===== src/rtl/ahb_if_pkg.sv =====
// Shared encodings for the AHB-Lite slave front end of the AHB-to-APB bridge.
// The FSM state list depends on AHB_IF_ERR_RESP_EN: the two ERROR-response
// states only exist when that macro is defined.
package ahb_if_pkg;

  typedef enum logic [1:0] {
    HTRANS_IDLE   = 2'b00,
    HTRANS_BUSY   = 2'b01,
    HTRANS_NONSEQ = 2'b10,
    HTRANS_SEQ    = 2'b11
  } htrans_e;

  typedef enum logic {
    HRESP_OKAY  = 1'b0,
    HRESP_ERROR = 1'b1
  } hresp_e;

  typedef enum logic [2:0] {
    ST_IDLE,
    ST_WDATA,
    ST_RDRAIN,
    ST_RREQ,
    ST_RRSP,
    ST_RDONE
`ifdef AHB_IF_ERR_RESP_EN
    ,
    ST_ERR1,
    ST_ERR2
`endif
  } state_e;

endpackage


===== src/rtl/ahb_wbuf_fifo.sv =====
// Posted-write buffer: synchronous FIFO holding {addr, wdata, sel} entries.
// DEPTH is a power of two so the pointers wrap naturally.
module ahb_wbuf_fifo #(
  parameter int WIDTH = 67,
  parameter int DEPTH = 4,
  localparam int PW = $clog2(DEPTH),
  localparam int LW = $clog2(DEPTH + 1)
) (
  input  logic             clk_i,
  input  logic             rst_ni,
  input  logic             push_i,
  input  logic [WIDTH-1:0] data_i,
  input  logic             pop_i,
  output logic [WIDTH-1:0] data_o,
  output logic             full_o,
  output logic             empty_o,
  output logic [LW-1:0]    level_o
);

  logic [WIDTH-1:0] mem_q [DEPTH];
  logic [PW-1:0]    wptr_q, rptr_q;
  logic [LW-1:0]    level_q;
  logic             push_ok, pop_ok;

  assign full_o  = (level_q == LW'(DEPTH));
  assign empty_o = (level_q == '0);
  assign push_ok = push_i && !full_o;
  assign pop_ok  = pop_i && !empty_o;
  assign data_o  = mem_q[rptr_q];
  assign level_o = level_q;

  // Storage array; contents are don't-care until written, so no reset.
  always_ff @(posedge clk_i) begin
    if (push_ok) mem_q[wptr_q] <= data_i;
  end

  // Pointer and occupancy tracking.
  always_ff @(posedge clk_i or negedge rst_ni) begin
    if (!rst_ni) begin
      wptr_q  <= '0;
      rptr_q  <= '0;
      level_q <= '0;
    end else begin
      if (push_ok) wptr_q <= wptr_q + PW'(1);
      if (pop_ok)  rptr_q <= rptr_q + PW'(1);
      level_q <= level_q + LW'(push_ok) - LW'(pop_ok);
    end
  end

endmodule


===== src/rtl/ahb_apb_if_buf.sv =====
// AHB-Lite slave front end with posted-write buffer feeding the APB
// controller through the req_*/rsp_* channel. Unmapped accesses get a
// two-cycle ERROR when AHB_IF_ERR_RESP_EN is defined, otherwise OKAY
// (writes dropped, reads return zero).
//
// state  | meaning
// IDLE   | no data phase owed, ready for an address phase
// WDATA  | write data phase: push hwdata into buffer, stall if full
// RDRAIN | read pending, waiting for posted writes to drain
// RREQ   | read request presented downstream
// RRSP   | waiting for downstream read data
// RDONE  | read data phase completes, hrdata valid
// ERR1   | first ERROR cycle (hreadyout low)
// ERR2   | second ERROR cycle (hreadyout high)
module ahb_apb_if_buf
  import ahb_if_pkg::*;
#(
  parameter int             AW        = 32,
  parameter int             DW        = 32,
  parameter int             NUM_SLV   = 3,
  parameter int             REGION_AW = 26,
  parameter logic [AW-1:0]  BASE_ADDR = 32'h8000_0000,
  parameter int             DEPTH     = 4,
  localparam int            LW        = $clog2(DEPTH + 1)
) (
  input  logic               hclk,
  input  logic               hresetn,
  input  logic               hwrite,
  input  logic               hreadyin,
  input  logic [1:0]         htrans,
  input  logic [AW-1:0]      haddr,
  input  logic [DW-1:0]      hwdata,
  output logic               hreadyout,
  output logic               hresp,
  output logic [DW-1:0]      hrdata,
  output logic               req_valid,
  input  logic               req_ready,
  output logic               req_write,
  output logic [AW-1:0]      req_addr,
  output logic [DW-1:0]      req_wdata,
  output logic [NUM_SLV-1:0] req_sel,
  input  logic               rsp_valid,
  input  logic [DW-1:0]      rsp_rdata,
  output logic [LW-1:0]      wbuf_level
);

  localparam int FW = AW + DW + NUM_SLV;

  state_e             state_q, state_d;
  logic [AW-1:0]      addr_q, addr_d;
  logic [NUM_SLV-1:0] sel_q, sel_d;
  logic [DW-1:0]      hrdata_q, hrdata_d;
  logic [AW-1:0]      rgn_idx;
  logic               mapped;
  logic [NUM_SLV-1:0] dec_sel;
  logic               can_accept, accept, push, pop, full, empty;
  logic [FW-1:0]      head;

  // Region decode of the current address phase.
  always_comb begin
    rgn_idx = (haddr - BASE_ADDR) >> REGION_AW;
    mapped  = (haddr >= BASE_ADDR) && (rgn_idx < AW'(NUM_SLV));
    dec_sel = '0;
    for (int i = 0; i < NUM_SLV; i++) dec_sel[i] = mapped && (rgn_idx == AW'(i));
  end

  // Next-state, AHB response and address-phase capture.
  always_comb begin
    state_d    = state_q;
    addr_d     = addr_q;
    sel_d      = sel_q;
    hrdata_d   = hrdata_q;
    hreadyout  = 1'b1;
    hresp      = HRESP_OKAY;
    push       = 1'b0;
    can_accept = 1'b0;
    case (state_q)
      ST_IDLE, ST_RDONE: begin
        can_accept = 1'b1;
        state_d    = ST_IDLE;
      end
      ST_WDATA: begin
        // A pop in the same cycle does not free a slot early.
        if (full) hreadyout = 1'b0;
        else begin
          push       = 1'b1;
          can_accept = 1'b1;
          state_d    = ST_IDLE;
        end
      end
      ST_RDRAIN: begin
        hreadyout = 1'b0;
        if (empty) state_d = ST_RREQ;
      end
      ST_RREQ: begin
        hreadyout = 1'b0;
        if (req_ready) state_d = ST_RRSP;
      end
      ST_RRSP: begin
        hreadyout = 1'b0;
        if (rsp_valid) begin
          hrdata_d = rsp_rdata;
          state_d  = ST_RDONE;
        end
      end
`ifdef AHB_IF_ERR_RESP_EN
      ST_ERR1: begin
        hreadyout = 1'b0;
        hresp     = HRESP_ERROR;
        state_d   = ST_ERR2;
      end
      ST_ERR2: begin
        hresp   = HRESP_ERROR;
        state_d = ST_IDLE;
      end
`endif
      default: state_d = ST_IDLE;
    endcase

    accept = can_accept && hreadyin &&
             ((htrans == HTRANS_NONSEQ) || (htrans == HTRANS_SEQ));
    if (accept) begin
      addr_d = haddr;
      sel_d  = dec_sel;
      if (mapped) state_d = hwrite ? ST_WDATA : ST_RDRAIN;
      else begin
        if (!hwrite) hrdata_d = '0;
`ifdef AHB_IF_ERR_RESP_EN
        state_d = ST_ERR1;
`else
        state_d = ST_IDLE;
`endif
      end
    end
  end

  // Downstream request mux: the pending read owns the channel in RREQ,
  // otherwise the buffer head is offered.
  always_comb begin
    req_valid = 1'b0;
    req_write = 1'b0;
    req_addr  = '0;
    req_wdata = '0;
    req_sel   = '0;
    if (state_q == ST_RREQ) begin
      req_valid = 1'b1;
      req_addr  = addr_q;
      req_sel   = sel_q;
    end else if (!empty) begin
      req_valid = 1'b1;
      req_write = 1'b1;
      {req_addr, req_wdata, req_sel} = head;
    end
  end

  assign pop    = req_valid && req_write && req_ready;
  assign hrdata = hrdata_q;

  // State and captured address-phase registers.
  always_ff @(posedge hclk or negedge hresetn) begin
    if (!hresetn) begin
      state_q  <= ST_IDLE;
      addr_q   <= '0;
      sel_q    <= '0;
      hrdata_q <= '0;
    end else begin
      state_q  <= state_d;
      addr_q   <= addr_d;
      sel_q    <= sel_d;
      hrdata_q <= hrdata_d;
    end
  end

  ahb_wbuf_fifo #(
    .WIDTH (FW),
    .DEPTH (DEPTH)
  ) u_wbuf (
    .clk_i   (hclk),
    .rst_ni  (hresetn),
    .push_i  (push),
    .data_i  ({addr_q, hwdata, sel_q}),
    .pop_i   (pop),
    .data_o  (head),
    .full_o  (full),
    .empty_o (empty),
    .level_o (wbuf_level)
  );

endmodule


===== config.mk =====
export PLATFORM = sky130hd
export DESIGN_NAME = ahb_apb_if_buf
export DESIGN_NICKNAME = d
export VERILOG_FILES = /design/src/rtl/ahb_if_pkg.sv /design/src/rtl/ahb_wbuf_fifo.sv /design/src/rtl/ahb_apb_if_buf.sv
export SDC_FILE = /design/constraint.sdc
export NUM_CORES = 1
export LEC_CHECK = 0
export CORE_UTILIZATION = 31
export CTS_CLUSTER_SIZE = 10
export DETAILED_ROUTE_END_ITERATION = 8
export PLACE_DENSITY = 0.57
export SYNTH_ARGS = -nofsm -noshare
export SYNTH_HDL_FRONTEND = slang
export SYNTH_SLANG_ARGS = --single-unit

===== constraint.sdc =====
create_clock -name hclk -period 2.8 [get_ports hclk]
set_input_delay 0.56 -clock hclk [delete_from_list [all_inputs] [get_ports hclk]]
set_output_delay 0.56 -clock hclk [all_outputs]
set_load 0.02 [all_outputs]

# Word level (Yosys, flattened, before mapping)

Memories as Yosys holds them, arrays and structs flattened.
Index checks and enable logic that the tools add are counted.

Multiply operators: 0
Reductions and logical operators: 19
Muxes and demuxes: 28
Div/mod/pow operators: 0
Equality and inequality tests: 14
Add/subtract/negate cells: 5
Bitwise gates (word level): 0
Shifts and indexed selects: 0
Magnitude comparators: 2

Operator list:

| kind                                                        | number |
|---|---|
| 2-to-1 mux 32 bit                                           | 9 |
| greater-or-equal comparator 32 bit (second input constant)  | 1 |
| logical NOT 32 bit                                          | 1 |
| subtractor 32 bit (second input constant)                   | 1 |
| 2-to-1 mux 3 bit                                            | 7 |
| != test 3 bit (second input constant)                       | 4 |
| case mux 3 bit (4 select lines)                             | 1 |
| logical AND 1 bit                                           | 10 |
| equality test 3 bit (second input constant)                 | 3 |
| 2-to-1 mux 1 bit                                            | 7 |
| equality test 3 x 2 -> 1 bit (second input constant)        | 2 |
| equality test 6 x 1 -> 1 bit (second input constant)        | 1 |
| equality test 6 x 2 -> 1 bit (second input constant)        | 1 |
| logical NOT 3 bit                                           | 2 |
| less-than comparator 6 x 2 -> 1 bit (second input constant) | 1 |
| adder 2 x 1 -> 2 bit (second input constant)                | 2 |
| equality test 2 bit (second input constant)                 | 2 |
| 2-to-1 mux 2 bit                                            | 2 |
| case mux 1 bit (2 select lines)                             | 2 |
| AND reduction 4 bit                                         | 1 |
| adder 3 x 1 -> 3 bit                                        | 1 |
| equality test 3 x 1 -> 1 bit (second input constant)        | 1 |
| OR reduction 3 bit                                          | 1 |
| subtractor 3 x 1 -> 3 bit                                   | 1 |
| 3 further kinds                                             | 4 |

Logic and storage cells: 76
Output and inout bits: 106
Bits in writable memories: 268
Memories kept: 1
Latch bits: 0
Bits in read-only memories: 0
Bits in registers: 77
Bits of input ports: 104

Memory list:

| name         | words | width | read ports | clocked after Yosys merged registers in | wr ports | line                | text |
|---|---|---|---|---|---|---|---|
| u_wbuf.mem_q | 4     | 67    | 1          | 0                                       | 1        | ahb_wbuf_fifo.sv:20 | `logic [WIDTH-1:0] mem_q [DEPTH];` |

# Depth between registers and ports, before layout

Depth in word-level cells: 7
Depth in mapped cells: 12
Depth with buffers taken out: 10

# Hierarchy

Synthesis repeated with hierarchy kept, for this count alone.

Cell total of the unflattened synthesis: 869
Area, all modules: 13,962.1 um2

By module, submodules not included:

| module         | instances | area an instance (um2) | seq. area each (um2) | cells each |
|---|---|---|---|---|
| ahb_wbuf_fifo  | 1         | 10,142.2               | 8,222.9              | 392 |
| ahb_apb_if_buf | 1         | 3,819.9                | 1,751.7              | 477 |

# Least setup slack after synthesis

Ideal clock, no wire load.

Path type: flip-flop to flip-flop
Start: register u_wbuf.level_q[2], in the netlist u_wbuf.level_o[2]
End: memory u_wbuf.mem_q[0][0] (enable)
Required time: 2.368 ns
Buffers on the path: 0
Path slack: -0.281 ns
Setup time: 0.432 ns
Cell stages (with the launch flop): 4
Period minus slack after synthesis: 3.081 ns
Arrival time: 2.649 ns
Path through: dfrtp_1 > nor3b_1 > nor3_2 > and2_1

Cells in the longest elaborated chain, start to end: 6
Elaborated cells on any way between the ends: 7
Those cells by class: 1 x eq/ne; 4 x mux; 2 x reduce/logical

Ends and longest elaborated chain:

| what                                       | line                 | text |
|---|---|---|
| from (decl)                                | ahb_wbuf_fifo.sv:22  | `logic [LW-1:0] level_q;` |
| from (signal assigned)                     | ahb_wbuf_fifo.sv:46  | `level_q <= level_q + LW'(push_ok) - LW'(pop_ok);` |
| equality test 3 bit (*)                    | ahb_wbuf_fifo.sv:25  | `assign full_o = (level_q == LW'(DEPTH));` |
| 2-to-1 mux 1 bit                           | ahb_apb_if_buf.sv:84 | `if (full) hreadyout = 1'b0;` |
| 2-to-1 mux 1 bit                           | ahb_apb_if_buf.sv:77 | `case (state_q)` |
| logical AND 1 bit (*)                      | ahb_wbuf_fifo.sv:27  | `assign push_ok = push_i && !full_o;` |
| named net u_wbuf.push_ok                   | ahb_wbuf_fifo.sv:23  | `logic push_ok, pop_ok;` |
| 2-to-1 mux 1 bit (*)                       | ahb_wbuf_fifo.sv:34  | `if (push_ok) mem_q[wptr_q] <= data_i;` |
| 2-to-1 mux 1 bit (implied by the code) (*) | ahb_wbuf_fifo.sv:34  |  |
| to (decl)                                  | ahb_wbuf_fifo.sv:20  |  |

The timed path passes the listed nets; every way through them passes the cells marked *.

# Worst setup path in the final report

Start: register u_wbuf.rptr_q[0]
End: output req_addr[15]

Cells in the longest elaborated chain, start to end: 3

Ends and longest elaborated chain:

| what                     | line                  | text |
|---|---|---|
| from (decl)              | ahb_wbuf_fifo.sv:21   | `logic [PW-1:0] wptr_q, rptr_q;` |
| from (signal assigned)   | ahb_wbuf_fifo.sv:45   | `if (pop_ok) rptr_q <= rptr_q + PW'(1);` |
| memory read (4 x 67 bit) | --                    |  |
| 2-to-1 mux 32 bit        | ahb_apb_if_buf.sv:149 | `end else if (!empty) begin` |
| 2-to-1 mux 32 bit        | ahb_apb_if_buf.sv:145 | `if (state_q == ST_RREQ) begin` |
| to (decl)                | ahb_apb_if_buf.sv:39  | `output logic [AW-1:0] req_addr,` |

No other way between the ends.

==> metrics.txt <==
total CTS buffers=42; RSZ-0062 raised after global routing=yes; clk_skew=0.0234 ns; maximum fanout along the worst path=5; Worst setup SP type=flop; placed cell area=0.0165 mm2; via/cell ratio=4.65; first-pass GRT wire length=49,900 um; commonest cells in the netlist=268 x edfxtp_1, 77 x dfrtp_1, 72 x nand2_1; CP Cell Sequence=buf_12 > buf_16 > mux4_2 > a22o_1 > buf_6; Final Hold Vio Count=0; fin nets=1,115; clock root buffer=clkbuf_16; most frequent cell after synthesis=edfxtp_1; post-DP HPWL=18,100 um; Avg Inst Size Synth=18.6 um2; Critical Path RT=2.24 ns; critical path launch point=u_wbuf.rptr_q[0]; DRC=0; starting density of the core=between 30% and 40%; type of the worst setup path=flop to primary output; initial DRC count=363; leakage power=0.00668 uW; Mapped Nets=833; status=complete, but fails checks; via count=7,505; Slew Limit Fails=0; Synth Cell Area=between 0.01 and 0.015 mm2; routed length per instance=20.4 um; largest net degree at the start of global routing=41; initial antenna violation count=0; Crit. path cell count=5; clock latency on the worst-skew pair=0.56 ns; flops & latches, synth=roughly 350; clk buf depth=3; slowest CP cell=dfrtp_4; I/O pin count=210; Worst Tran Pin Value=0.790 ns; Final ANT Viol Nets=0; Ant. Diodes=0; H-tree Lvls=2; nature of the critical path endpoint=primary output; CTS tree=yes; Critical Path AT=between 2 and 2.5 ns; cell family with most CP delay=flip-flops; final WL=32,900 um; Max Freq=352 MHz; worst r2r path cells=5; R2R Setup Slk=0.40 ns; Syn Inst Count=722; post-route setup slack=-0.0388 ns; Rel. slew slack=47.1%; number of synthesized flops with an enable pin=268; top cell type by total area after synthesis=edfxtp_1; min Tclk post-route=~2.8 ns; total power=20,200 uW; Die X=210 um; min-delay worst type=input port to async pin; Worst R2R Start=u_wbuf.level_o[1]; Util after Layout=~43%; layout cell share with drive strength beyond 1=29.2%; period utilization=101%; Max rail drop VDD=0.000504 V; Most used DFF post-synth=edfxtp_1; Buf/Inv on CP=3; Synth Warn #=0; global route overflow=0; Worst R2R End=addr_q[22]; violated checks=negative setup slack; Synth cell types=42; top-area cell type share of the netlist area=59.8%; CP max stage delay=0.54 ns; Post-CTS Hold Buffers=0; Placer Congestion=0.695; post-synthesis sequential area ratio=around three quarters; total negative slack=-0.316 ns; Worst-path clk slew=0.06 ns; # port buffers=207; synth-to-layout area growth=36.8%; vias in the first global route=8,185; async set-reset flop share out of synthesis=between 20% and 30%; Sink Count=345; Area contributors post-synth=edfxtp_1 60%, dfrtp_1 14%, mux4_2 11%; final setup fails=22; die height=210 um; full die area=0.0443 mm2; PwrDens=~1100 mW/mm2; crit path to=req_addr[15]; GRT Resource Usage Total=15.2%; DR pass1 iterations=4; core area=0.0424 mm2; max-cap viol count=0; Row Count=75; fill count=3,823; final instance area=0.0184 mm2
-- logic make-up (layout without fill, tap and decap cells) --
family / Yosys count / in the layout / synth area share (%)
muxes: 99 / 99 / 13.9
other: 1 / 1 / 0.0279
AOI/OAI and AO/OA: 83 / 83 / 4.30
adders and majority gates: 7 / 7 / 0.706
DFF: 345 / 345 / 74.1
and+or+nand+nor: 131 / 131 / 4.90
buffers and inverters: 51 / 367 / 1.76
xor gates and xnor gates: 5 / 5 / 0.325
-- flip-flops by register name, summed over array words and instances (netlist names) --
| name | flops |
|---|---|
| u_wbuf.mem_q | 268 |
| addr_q | 32 |
| hrdata | 32 |
| sel_q | 3 |
| state_q | 3 |
| u_wbuf.level_o | 3 |
| u_wbuf.rptr_q | 2 |
| u_wbuf.wptr_q | 2 |
-- placed cells by master, fill, tap and decap left out, drive strengths merged, types with 2 or more instances in the layout --
master           n
ha               6
nand2b           3
a21oi           34
inv             10
clkinv           4
dlygate4sd2      2
a21o             3
and3b            2
edfxtp         268
o211ai           2
and2            38
buf            139
nor3             3
nor3b            2
nand2           72
xnor2            4
mux4            67
o21ai            5
a22o            35
clkbuf          73
clkdlybuf4s50  136
o41ai            2
nor2             4
mux2            31
dfrtp           77
-- worst register-to-register path: cells and delay by family, from the launching register on --
family	cells	cell delay (ns)
muxes	1	0.36
buffers and inverters	2	0.46
DFF	1	0.38
AOI/OAI and AO/OA	1	0.67
and+or+nand+nor	1	0.41
-- repair_timing --
item	in CTS	in global routing
endpoints found under the hold margin	0	0
endpoints found under the setup margin	68	55
buffers inserted	25	10
cloned	5	2
pin swaps	5	53
resized for setup	269	163
-- stage by stage --
step | cells | setup WS [ns] | hold slack (ns)
2_1_floorplan | 722 | 0.350 | 0.264
3_3_place_gp | 1497 | 0.107 | 0.510
3_5_place_dp | 1497 | 0.110 | 0.515
4_1_cts | 1605 | -0.115 | 0.0121
5_1_grt | 1615 | -0.114 | 0.0403
6_report | 1615 | -0.0388 | 0.0215
-- how the worst min path moves through the flow --
stage	startpoint	endpoint	slack [ns]	cells past startpoint
after floorplan	hresetn	addr_q[0]	0.26	0
after global placement	hrdata[31]	hrdata[31]	0.51	2
after detailed placement	hrdata[16]	hrdata[16]	0.51	2
after CTS	hresetn	hrdata[20]	0.01	1
after global routing	hresetn	hrdata[29]	0.04	1
final	hresetn	hrdata[20]	0.02	1
-- power breakdown --
group | internal (uW) | switching [uW]
Clock | 2980 | 2060
Combinational | 4430 | 3720
Sequential | 6450 | 580
-- area by class of cell --
| type | count | area [um2] | share of cell area (%) |
|---|---|---|---|
| Multi-Input combinational cell | 326 | 3350 | 18.2 |
| Timing Repair Buffer | 281 | 3060 | 16.6 |
| Tap cell | 577 | 722 | 3.92 |
| Inverter | 8 | 30.0 | 0.163 |
| Clock inverter | 7 | 76.3 | 0.414 |
| Clock buffer | 71 | 1190 | 6.46 |
| Sequential cell | 345 | 9980 | 54.2 |
-- per-layer routing --
metal / share of wire [%] / GRT usage [%]
met4: 1.7 / 3.70
met1: 45 / 20.3
met2: 46 / 24.0
met5: 0 / 0
met3: 7.5 / 5.01
Power figures use the tool's default switching activity.
